### config.mk
export PLATFORM = sky130hd
export DESIGN_NAME = pipe_hazard_ctrl
export DESIGN_NICKNAME = d
export VERILOG_FILES = /design/src/rtl/pipe_hazard_ctrl.sv
export SDC_FILE = /design/constraint.sdc
export NUM_CORES = 1
export LEC_CHECK = 0
export ABC_AREA = 1
export BUFFER_PORTS_ARGS = -buffer_cell sky130_fd_sc_hd__clkbuf_2
export CELL_PAD_IN_SITES_DETAIL_PLACEMENT = 1
export CELL_PAD_IN_SITES_GLOBAL_PLACEMENT = 1
export CORE_ASPECT_RATIO = 0.75
export CORE_UTILIZATION = 30
export CTS_CLUSTER_DIAMETER = 60
export DETAILED_ROUTE_END_ITERATION = 6
export GPL_ROUTABILITY_DRIVEN = 0
export PLACE_DENSITY = 0.74
export SLEW_MARGIN = 20
export SYNTH_ARGS = -nofsm -noshare
export SYNTH_HDL_FRONTEND = slang
export SYNTH_SLANG_ARGS = --single-unit
### constraint.sdc
create_clock -name clk -period 2.5 [get_ports clk]
set_clock_uncertainty 0.15 [all_clocks]
set_input_delay 0.5 -clock clk [delete_from_list [all_inputs] [get_ports clk]]
set_output_delay 0.5 -clock clk [all_outputs]
set_load 0.1 [all_outputs]
### src/rtl/pipe_hazard_ctrl.sv
// pipe_hazard_ctrl
// Central stall/flush sequencer for a 5-stage pipeline. It drives the write
// enables and bubble-insert controls of the PC and the IF/ID, ID/EX, EX/MEM
// and MEM/WB registers. It also runs the halt-drain sequence and keeps
// saturating stall and flush statistics.
//
// Ports:
//   clk, rst                  clock (rising edge), asynchronous active-high reset
//   IF_ID_Rs, IF_ID_Rt        source registers of the instruction in ID
//   ID_uses_rs, ID_uses_rt    ID instruction actually reads Rs / Rt
//   ID_halt                   ID instruction is HLT
//   EX_memread, EX_regtowrite load in EX and its destination register
//   EX_branch_taken           branch/jump resolved taken in EX
//   imem_busy, dmem_busy      memory wait states
//   pc_wen .. mem_wb_wen      register write enables
//   if_id_flush, id_ex_flush  bubble insertion into IF/ID and ID/EX
//   halted                    pipeline drained after HLT
//   stall_cnt, flush_cnt      saturating statistics counters
module pipe_hazard_ctrl #(
  parameter int DRAIN_CYCLES = 3,
  parameter int CNT_W        = 16
) (
  input  logic             clk,
  input  logic             rst,
  input  logic [3:0]       IF_ID_Rs,
  input  logic [3:0]       IF_ID_Rt,
  input  logic             ID_uses_rs,
  input  logic             ID_uses_rt,
  input  logic             ID_halt,
  input  logic             EX_memread,
  input  logic [3:0]       EX_regtowrite,
  input  logic             EX_branch_taken,
  input  logic             imem_busy,
  input  logic             dmem_busy,
  output logic             pc_wen,
  output logic             if_id_wen,
  output logic             if_id_flush,
  output logic             id_ex_wen,
  output logic             id_ex_flush,
  output logic             ex_mem_wen,
  output logic             mem_wb_wen,
  output logic             halted,
  output logic [CNT_W-1:0] stall_cnt,
  output logic [CNT_W-1:0] flush_cnt
);

  typedef enum logic [1:0] {RUN, DRAIN, HALTED} state_t;

  state_t           state_q, state_d;
  logic [3:0]       drain_q, drain_d;
  logic [CNT_W-1:0] stall_cnt_q, stall_cnt_d;
  logic [CNT_W-1:0] flush_cnt_q, flush_cnt_d;
  logic             lu_hazard;

  function automatic logic [CNT_W-1:0] sat_inc(input logic [CNT_W-1:0] v);
    return (&v) ? v : v + {{(CNT_W-1){1'b0}}, 1'b1};
  endfunction

  // A load into r0 never creates a dependency.
  assign lu_hazard = EX_memread && (EX_regtowrite != 4'd0) &&
                     ((ID_uses_rs && (EX_regtowrite == IF_ID_Rs)) ||
                      (ID_uses_rt && (EX_regtowrite == IF_ID_Rt)));

  always_comb begin
    state_d     = state_q;
    drain_d     = drain_q;
    stall_cnt_d = stall_cnt_q;
    flush_cnt_d = flush_cnt_q;
    pc_wen      = 1'b0;
    if_id_wen   = 1'b0;
    if_id_flush = 1'b0;
    id_ex_wen   = 1'b0;
    id_ex_flush = 1'b0;
    ex_mem_wen  = 1'b0;
    mem_wb_wen  = 1'b0;

    unique case (state_q)
      RUN: begin
        if (dmem_busy) begin
          // Full freeze: every register holds, nothing else is acted on.
        end else if (EX_branch_taken) begin
          pc_wen      = 1'b1;
          if_id_wen   = 1'b1;
          if_id_flush = 1'b1;
          id_ex_wen   = 1'b1;
          id_ex_flush = 1'b1;
          ex_mem_wen  = 1'b1;
          mem_wb_wen  = 1'b1;
          flush_cnt_d = sat_inc(flush_cnt_q);
        end else if (lu_hazard) begin
          // Hold PC and IF/ID, let the load move on with a bubble behind it.
          id_ex_wen   = 1'b1;
          id_ex_flush = 1'b1;
          ex_mem_wen  = 1'b1;
          mem_wb_wen  = 1'b1;
          stall_cnt_d = sat_inc(stall_cnt_q);
        end else begin
          // imem_busy: hold PC, feed a NOP into IF/ID. Rest of the pipe flows,
          // so an HLT already in ID may still advance and start the drain.
          pc_wen      = !imem_busy;
          if_id_wen   = 1'b1;
          if_id_flush = imem_busy;
          id_ex_wen   = 1'b1;
          ex_mem_wen  = 1'b1;
          mem_wb_wen  = 1'b1;
          if (imem_busy) stall_cnt_d = sat_inc(stall_cnt_q);
          if (ID_halt) begin
            state_d = DRAIN;
            drain_d = 4'(DRAIN_CYCLES);
          end
        end
      end
      DRAIN: begin
        if_id_wen   = 1'b1;
        if_id_flush = 1'b1;
        id_ex_wen   = !dmem_busy;
        ex_mem_wen  = !dmem_busy;
        mem_wb_wen  = !dmem_busy;
        if (!dmem_busy) begin
          drain_d = drain_q - 4'd1;
          if (drain_q == 4'd1) state_d = HALTED;
        end
      end
      HALTED: begin
      end
      default: state_d = RUN;
    endcase

    // Controls are forced idle for as long as reset is held.
    if (rst) begin
      pc_wen      = 1'b0;
      if_id_wen   = 1'b0;
      if_id_flush = 1'b0;
      id_ex_wen   = 1'b0;
      id_ex_flush = 1'b0;
      ex_mem_wen  = 1'b0;
      mem_wb_wen  = 1'b0;
    end
  end

  always_ff @(posedge clk or posedge rst) begin
    if (rst) begin
      state_q     <= RUN;
      drain_q     <= 4'd0;
      stall_cnt_q <= '0;
      flush_cnt_q <= '0;
    end else begin
      state_q     <= state_d;
      drain_q     <= drain_d;
      stall_cnt_q <= stall_cnt_d;
      flush_cnt_q <= flush_cnt_d;
    end
  end

  assign halted    = (state_q == HALTED);
  assign stall_cnt = stall_cnt_q;
  assign flush_cnt = flush_cnt_q;

endmodule
# == Yosys cells after proc, flatten, opt, wreduce, memory -nomap -nowiden ==
# Cells that the tools add are included.
# classes
eq_ne,11
n_lt_le_gt_ge,0
n_addsub,3
n_mul,0
shifts,0
bitwise,4
mux,39
div_mod_pow,0
n_reduce_logical,17
# op_table
op,n
two-way mux 16 bit,3
"adder 16 x 1 -> 16 bit, second input constant",2
AND reduction 16 bit,2
two-way mux 1 bit,20
two-way mux 4 bit,5
two-way mux 2 bit,6
"inequality test 2 bit, second input constant",6
== test 4 bit,2
one-hot mux 4 bit (2 select lines),1
AND reduction 4 bit,2
AND reduction 7 bit,1
one-hot mux 1 bit (2 select lines),3
one-hot mux 2 bit (3 select lines),1
AND reduction 6 bit,1
"== test 4 x 1 -> 1 bit, second input constant",1
logical AND 1 bit,4
NOT 1 bit,4
nonzero test 2 bit,2
nonzero test 4 bit,1
"subtractor 4 x 1 -> 4 bit, second input constant",1
"== test 2 x 1 -> 1 bit, second input constant",1
"== test 2 bit, second input constant",1
zero test 1 bit,2
zero test 2 bit,1
logical OR 1 bit,1
# word_totals
latch_bits,0
n_memories,0
rom_bits,0
elab_cells,78
ff_bits,38
in_bits,21
ramBits,0
out_inout_bits,40

# == Logic depth before layout (Yosys ltp) ==
# Gate-level depths: netlist (run 1).
# depth
ltp_word,9
ltp_mapped,12
ltp_nobuf,11

# == Worst setup path after synthesis (run 1) ==
# No wires, ideal clock.
# synth_timing
path_kind,input -> output
from,input port rst
to,output port id_ex_flush
required_ns,1.850
stages,5
n_path_buf,0
path_slack_ns,-1.925
arrival_ns,3.775
cell_sequence,inv_1 nand2_1 inv_1 nand2_1 a21oi_1
# synth_via
elab_chain_cells,1
# synth_rtl
item,line_no,source
"start, declared",24,"input logic rst,"
two-way mux 1 bit,130,if (rst) begin
"end, declared",39,"output logic id_ex_flush,"
# No other way between the ends.

# == Worst setup path in the final report (run 1) ==
# layout_timing
from,register state_q[1]
to,output port id_ex_flush
# layout_via
elab_chain_cells,3
# layout_rtl
item,line_no,source
"start, declared",49,"state_t state_q, state_d;"
"start signal, assigned",148,state_q <= state_d;
zero test 2 bit,77,unique case (state_q)
two-way mux 1 bit,77,
two-way mux 1 bit,130,
# No other way between the ends.

==> metrics.md, run 1 <==
| Metric | Value |
|---|---|
| Util after Layout | `40.9%` |
| Pin count of the biggest net entering global routing | `39` |
| Post-synth EDFFs | `0` |
| Most common flop cell mapped by yosys | `sky130_fd_sc_hd__dfrtp_1` |
| Share of final-layout standard cells stronger than drive strength 1 | `between 20% and 30%` |
| Gate Count Post-Synth | `351` |
| Die height | `82.3 um` |
| Power per Cell Area | `977 nW/um^2` |
| Total global-route track usage | `18.2%` |
| Count of max-cap constraint violations | `0` |
| Count of endpoints failing setup in the final report | `0` |
| Crit path buffers/inverters | `2` |
| P_leak | `1.63 nW` |
| Number of global-route vias before repair | `2,538` |
| Starting utilization of the core area | `31.8%` |
| Synth-to-layout area growth | `28.3%` |
| Vias/cell | `4.74` |
| Total die area | `8970 sq um` |
| Highest-delay cell along the critical path | `sky130_fd_sc_hd__dfrtp_1` |
| Max H-tree Level | `2` |
| Max Clock Freq | `435 MHz` |
| Via count | `2,466` |
| Clock insertion delay at the later pin of the skew report | `0.29 ns` |
| Number of antenna violations at the first check in global routing | `0` |
| Arrival @ worst endpoint | `about 1.7 ns` |
| Post-CTS setup-driven buffer insertion count | `0` |
| Peak VDD IR | `between 0.0006 and 0.0007 V` |
| Hold buffer count at CTS | `0` |
| Library cell appearing most often on the critical path | `sky130_fd_sc_hd__nand2_2` |
| Share of the clock period used by the worst path | `between 90% and 100%` |
| Hold violation count in the final report | `0` |
| Clock net sink count | `38` |
| Flops & latches, synth | `38` |
| Seq pwr share | `27.8%` |
| Remaining routing DRC violations | `0` |
| Initial DRC count | `84` |
| Clock-pin slew on the worst setup and hold paths | `0.06 ns` |
| Row count | `28` |
| Final Critical Period | `2.30 ns` |
| Sum of net half-perimeters after detailed placement | `5.68 mm` |
| Post-synth cell types | `32` |
| Cells along the critical path | `nor2_1, nand2_2, clkinvlp_4, nand2_2, a21oi_4, buf_12` |
| Comb pwr share | `around half` |
| Kind of cell with the highest combined delay on the critical path | `flip-flops` |
| Post-Syn Nets | `376` |
| Wire length of the first global-routing pass | `12.6 mm` |
| Run status | `complete, no violations` |
| Fraction of registers with async set/reset | `100%` |
| Kind of start point of the critical path | `flop` |
| Core footprint | `8090 sq um` |
| Total routed wirelength | `~7.3 mm` |
| Port Buffer Count | `60` |
| Post-route cell area | `roughly 3300 sq um` |
| Overall Power | `roughly 3.2 mW` |
| CTS tree | `done` |
| Sw Ratio | `51.3%` |
| WL/cell | `14.1 um` |
| Sort of element at the end of the critical path | `output port` |
| Length of the first detailed-routing pass in iterations | `4` |
| Share of power burned in the clock network | `23.2%` |
| Per-instance average area after synthesis | `roughly 7.3 sq um` |
| Internal power | `1.57 mW` |
| Placement Cell Area | `3140 sq um` |
| Number of buffers added by the clock tree synthesis step | `5` |
| Antenna diode count | `0` |
| Die span in x | `109 um` |
| Count of boundary I/O pins | `61` |
| CTS root buf | `sky130_fd_sc_hd__clkbuf_16` |
| Top fanout value on the critical path | `5` |
| Critical path class | `reg2out` |
| Maximum cell stage delay along the critical path | `0.41 ns` |
| Worst min path class | `in2async` |
| Number of max-slew violations in the final report | `0` |
| CP Data Required Time | `1.85 ns` |
| Layout Nets | `440` |
| Headroom to the max-slew limit | `63.8%` |
| Post-synth design cell area | `between 2000 and 3000 sq um` |
| Synth Warn # | `0` |
| Worst hold margin | `0.238 ns` |
| Antenna viol nets, final | `0` |
| Transition time of the tightest slew-check pin | `roughly 0.55 ns` |
| FILL cells | `1,023` |
| Sequential cell area fraction in the yosys report | `between 30% and 40%` |
| Aggregate global routing overflow | `0` |
| Cells resized by post-CTS repair | `0` |
| Switching component of the power | `approximately 1.7 mW` |
| Maximum clock path buffer count | `2` |
| Unrepaired setup endpoints after global routing | `false` |
==> cell families after synthesis <==
logic type      after synthesis  share of synthesized area [%]
flops                        38                           36.9
fa+ha+maj                     4                           1.94
simple gates                225                           40.8
buf+inv                      44                           7.91
compound gates               13                           3.25
xor+xnor                     27                           9.17
==> metal layers <==
metal / wire length, um / GRT usage (%) / up-vias / part of all wire [%]
li1: - / - / 1233 / -
met1: 3750 / 25.5 / 1186 / 51
met2: 3280 / 29.0 / 43 / 45
met3: 244 / 3.77 / 4 / 3.3
met4: 41 / 3.65 / 0 / 0.56
met5: 0 / 0 / - / 0
==> per-stage QoR <==
step	setup slack (ns)	cells	TNS (ns)
floorplan	-0.390	351	-2.46
global placement	0.232	513	0
detailed placement	0.192	513	0
CTS	0.175	520	0
global route	0.0573	520	0
finish	0.201	520	0
==> cells in the final DEF (no fill, tap or decap), drive strengths merged <==
cell type,n
a21oi,4
nand3b,4
clkinvlp,2
xor2,16
nand3,36
xnor2,11
dfrtp,38
nor2,35
o21ai,7
a31oi,1
nand4,6
bufinv,1
inv,36
ha,4
nand2,129
a21boi,1
buf,10
nor3b,2
clkbuf,59
nor3,13
==> cell type report <==
type	count	area [sq um]	share of cell area (%)
inverter	38	155	4.69
timing repair buffer	63	428	12.9
sequential	38	951	28.8
multi-input combinational	269	1470	44.5
clock buffer	6	139	4.20
tap	105	131	3.97
clock inverter	1	30.0	0.908
==> worst paths after layout <==
| path | start | end | slack [ns] | cells past startpoint |
|---|---|---|---|---|
| setup / recovery | state_q[1] | id_ex_flush | 0.20 | 6 |
| hold / removal | rst | state_q[1] | 0.24 | 3 |
| setup reg to reg | flush_cnt[0] | flush_cnt[13] | 0.42 | 8 |
| hold reg to reg | drain_q[3] | drain_q[3] | 0.33 | 2 |
| max in group asynchronous | rst | stall_cnt[14] | 1.60 | 3 |
| min in group clk | drain_q[3] | drain_q[3] | 0.33 | 2 |
==> power groups by stage <==
stage / clock, mW / sequential, mW / combinational (mW)
2_1_floorplan: 0 / 1.48 / 0.667
3_3_place_gp: 0 / 0.900 / 1.57
5_1_grt: 0.791 / 0.922 / 1.69
3_5_place_dp: 0 / 0.907 / 1.60
4_1_cts: 0.769 / 0.897 / 1.60
6_report: 0.749 / 0.897 / 1.58
==> tightest hold or removal path, stage by stage <==
cell                         delay [ns]
sky130_fd_sc_hd__clkbuf_2          0.10
sky130_fd_sc_hd__clkinvlp_4        0.08
sky130_fd_sc_hd__buf_4             0.44
==> synthesized netlist by cell type, types with 3 or more instances <==
cell / n / share of area, %
sky130_fd_sc_hd__nand3_1: 31 / 6.0
sky130_fd_sc_hd__xnor2_1: 11 / 3.7
sky130_fd_sc_hd__nor2_1: 32 / 4.7
sky130_fd_sc_hd__inv_2: 5 / 0.73
sky130_fd_sc_hd__buf_4: 4 / 1.2
sky130_fd_sc_hd__nand3b_1: 3 / 0.87
sky130_fd_sc_hd__nand3_2: 4 / 1.6
sky130_fd_sc_hd__nand4_1: 6 / 1.5
sky130_fd_sc_hd__nand2_1: 124 / 18
sky130_fd_sc_hd__ha_1: 4 / 1.9
sky130_fd_sc_hd__xor2_1: 16 / 5.4
sky130_fd_sc_hd__o21ai_2: 4 / 1.4
sky130_fd_sc_hd__dfrtp_1: 38 / 37
sky130_fd_sc_hd__nor3_1: 10 / 1.9
sky130_fd_sc_hd__nor3_2: 3 / 1.2
sky130_fd_sc_hd__inv_1: 31 / 4.5
sky130_fd_sc_hd__a21oi_1: 4 / 0.78
==> registers in the layout (all words and copies together) (netlist names) <==
name / count
flush_cnt: 16
stall_cnt: 16
state_q: 2
drain_q: 4
Power figures use the tool's default switching activity.
==> inputs of run 2 (changes only) <==
Settings changed: CAP_MARGIN set to 20, CELL_PAD_IN_SITES_DETAIL_PLACEMENT 1 to not set, CELL_PAD_IN_SITES_GLOBAL_PLACEMENT 1 to not set, PLACE_DENSITY 0.74 to 0.59.
==> metrics.md, run 2 (synthesized netlist as in run 1, its figures left out) <==
| Metric | Value |
|---|---|
| Run status | `complete, no violations` |
| CTS root buf | `sky130_fd_sc_hd__clkbuf_16` |
| Wire length of the first global-routing pass | `about 11 mm` |
| Worst-case setup margin in the final layout | `roughly 0.23 ns` |
| Die span in x | `109 um` |
| Sum of net half-perimeters after detailed placement | `4.79 mm` |
| Arrival @ worst endpoint | `roughly 1.6 ns` |
| Top fanout value on the critical path | `5` |
| Pre-CTS WS | `around 0.27 ns` |
| Share of final-layout standard cells stronger than drive strength 1 | `25.9%` |
| Vias/cell | `4.70` |
| Final Critical Period | `2.27 ns` |
| Maximum clock path buffer count | `2` |
| Count of boundary I/O pins | `61` |
| Critical path class | `reg2out` |
| Core footprint | `8090 sq um` |
| Max Clock Freq | `441 MHz` |
| Remaining routing DRC violations | `0` |
| Share of the clock period used by the worst path | `90.7%` |
| Most used cells in the layout excluding fill and tap cells | `sky130_fd_sc_hd__nand2_1, sky130_fd_sc_hd__clkbuf_2, sky130_fd_sc_hd__dfrtp_1` |
| Power per Cell Area | `939 nW/um^2` |
| Hold violation count in the final report | `0` |
| Number of global-route vias before repair | `2,343` |
| Row count | `28` |
| Total global-route track usage | `between 10% and 20%` |
| P_leak | `1.63 nW` |
| Number of antenna violations at the first check in global routing | `0` |
| CP Data Required Time | `1.85 ns` |
| Post-Place Cells | `514` |
| Clock insertion delay at the later pin of the skew report | `around 0.28 ns` |
| Non-filler instance count after layout | `approximately 520` |
| Starting utilization of the core area | `between 30% and 40%` |
| Kind of start point of the critical path | `flop` |
| Synth-to-layout area growth | `27.8%` |
| Length of the first detailed-routing pass in iterations | `4` |
| CTS tree | `done` |
| Sort of element at the end of the critical path | `output port` |
| Worst min path class | `in2async` |
| Count of max-cap constraint violations | `0` |
| Via count | `2,454` |
| Hold buffer count at CTS | `0` |
| Count of endpoints failing setup in the final report | `0` |
| Initial DRC count | `93` |
| WL/cell | `approximately 12 um` |
| Unrepaired setup endpoints after global routing | `false` |
| Aggregate global routing overflow | `0` |
| Clock net sink count | `38` |
| Antenna diode count | `0` |
| Cells resized by post-CTS repair | `0` |
| Headroom to the max-slew limit | `approximately 64%` |
| Port Buffer Count | `60` |
| Antenna viol nets, final | `0` |
| Layout Nets | `441` |
| Die height | `82.3 um` |
| Clock-pin slew on the worst setup and hold paths | `0.06 ns` |
| Number of max-slew violations in the final report | `0` |
| Total routed wirelength | `6.19 mm` |
| Most common cell after layout, fill and taps aside | `sky130_fd_sc_hd__nand2_1` |
| Max H-tree Level | `2` |
| Number of buffers added by the clock tree synthesis step | `5` |
| Peak VDD IR | `approximately 0.00072 V` |
| Post-CTS setup-driven buffer insertion count | `0` |
| Pin count of the biggest net entering global routing | `31` |
| Transition time of the tightest slew-check pin | `0.548 ns` |
| Total die area | `roughly 9000 sq um` |
-- run 2: changes by cell type in the layout (fill, tap and decap cells not counted) --
| cell | before | now |
|---|---|---|
| sky130_fd_sc_hd__buf_4 | 3 | 4 |
| sky130_fd_sc_hd__bufinv_16 | 1 | 0 |
| sky130_fd_sc_hd__clkbuf_1 | 0 | 1 |
| sky130_fd_sc_hd__clkinv_2 | 0 | 1 |
-- run 2: area by class of cell --
class,count,area (sq um)
fill,819,4800
multi-input combinational,269,1470
sequential,38,951
timing repair buffer,64,435
inverter,38,155
clock buffer,7,143
tap,105,131
clock inverter,1,5.00
-- run 2: final timing paths --
path,startpoint,endpoint,slack [ns],depth (start not counted)
worst max-delay path,state_q[1],id_ex_flush,0.23,6
worst min-delay path,rst,stall_cnt[13],0.09,3
worst max register to register,flush_cnt[0],flush_cnt[13],0.47,8
worst min register to register,drain_q[3],drain_q[3],0.34,2
max in group asynchronous,rst,flush_cnt[2],1.69,3
min in group clk,drain_q[3],drain_q[3],0.34,2
-- run 2: through the flow --
| step | power, mW | hold slack [ns] | utilization, % | setup TNS [ns] | cell area (sq um) |
|---|---|---|---|---|---|
| floorplan | 2.15 | 0.292 | - | -2.46 | 2640 |
| global placement | 2.46 | 0.312 | 38.9 | 0 | 3150 |
| CTS | 3.13 | 0.0932 | 40.7 | 0 | 3290 |
| finish | 3.09 | 0.0928 | 40.7 | 0 | 3290 |
| global route | 3.27 | 0.108 | 40.7 | 0 | 3290 |
| detailed placement | 2.47 | 0.323 | 38.9 | 0 | 3150 |
-- run 2: routing by layer --
metal	wire length [um]	track usage [%]	up-vias
met5	0	0	-
met4	19	1.89	0
met3	289	4.16	2
met2	2740	25.0	56
met1	3140	21.4	1157
li1	-	-	1239
-- run 2: critical path: stages (launching register included) --
cell and delay, ns:
sky130_fd_sc_hd__dfrtp_1 0.42, sky130_fd_sc_hd__nor2_1 0.18, sky130_fd_sc_hd__nand2_2 0.09, sky130_fd_sc_hd__clkinvlp_4 0.19
sky130_fd_sc_hd__nand2_2 0.12, sky130_fd_sc_hd__a21oi_4 0.15, sky130_fd_sc_hd__buf_12 0.19
-- run 2: power by group --
part / internal [mW] / total (mW) / switching, mW
combinational: 0.342 / 1.56 / 1.21
clock: 0.395 / 0.635 / 0.240
sequential: 0.737 / 0.901 / 0.164
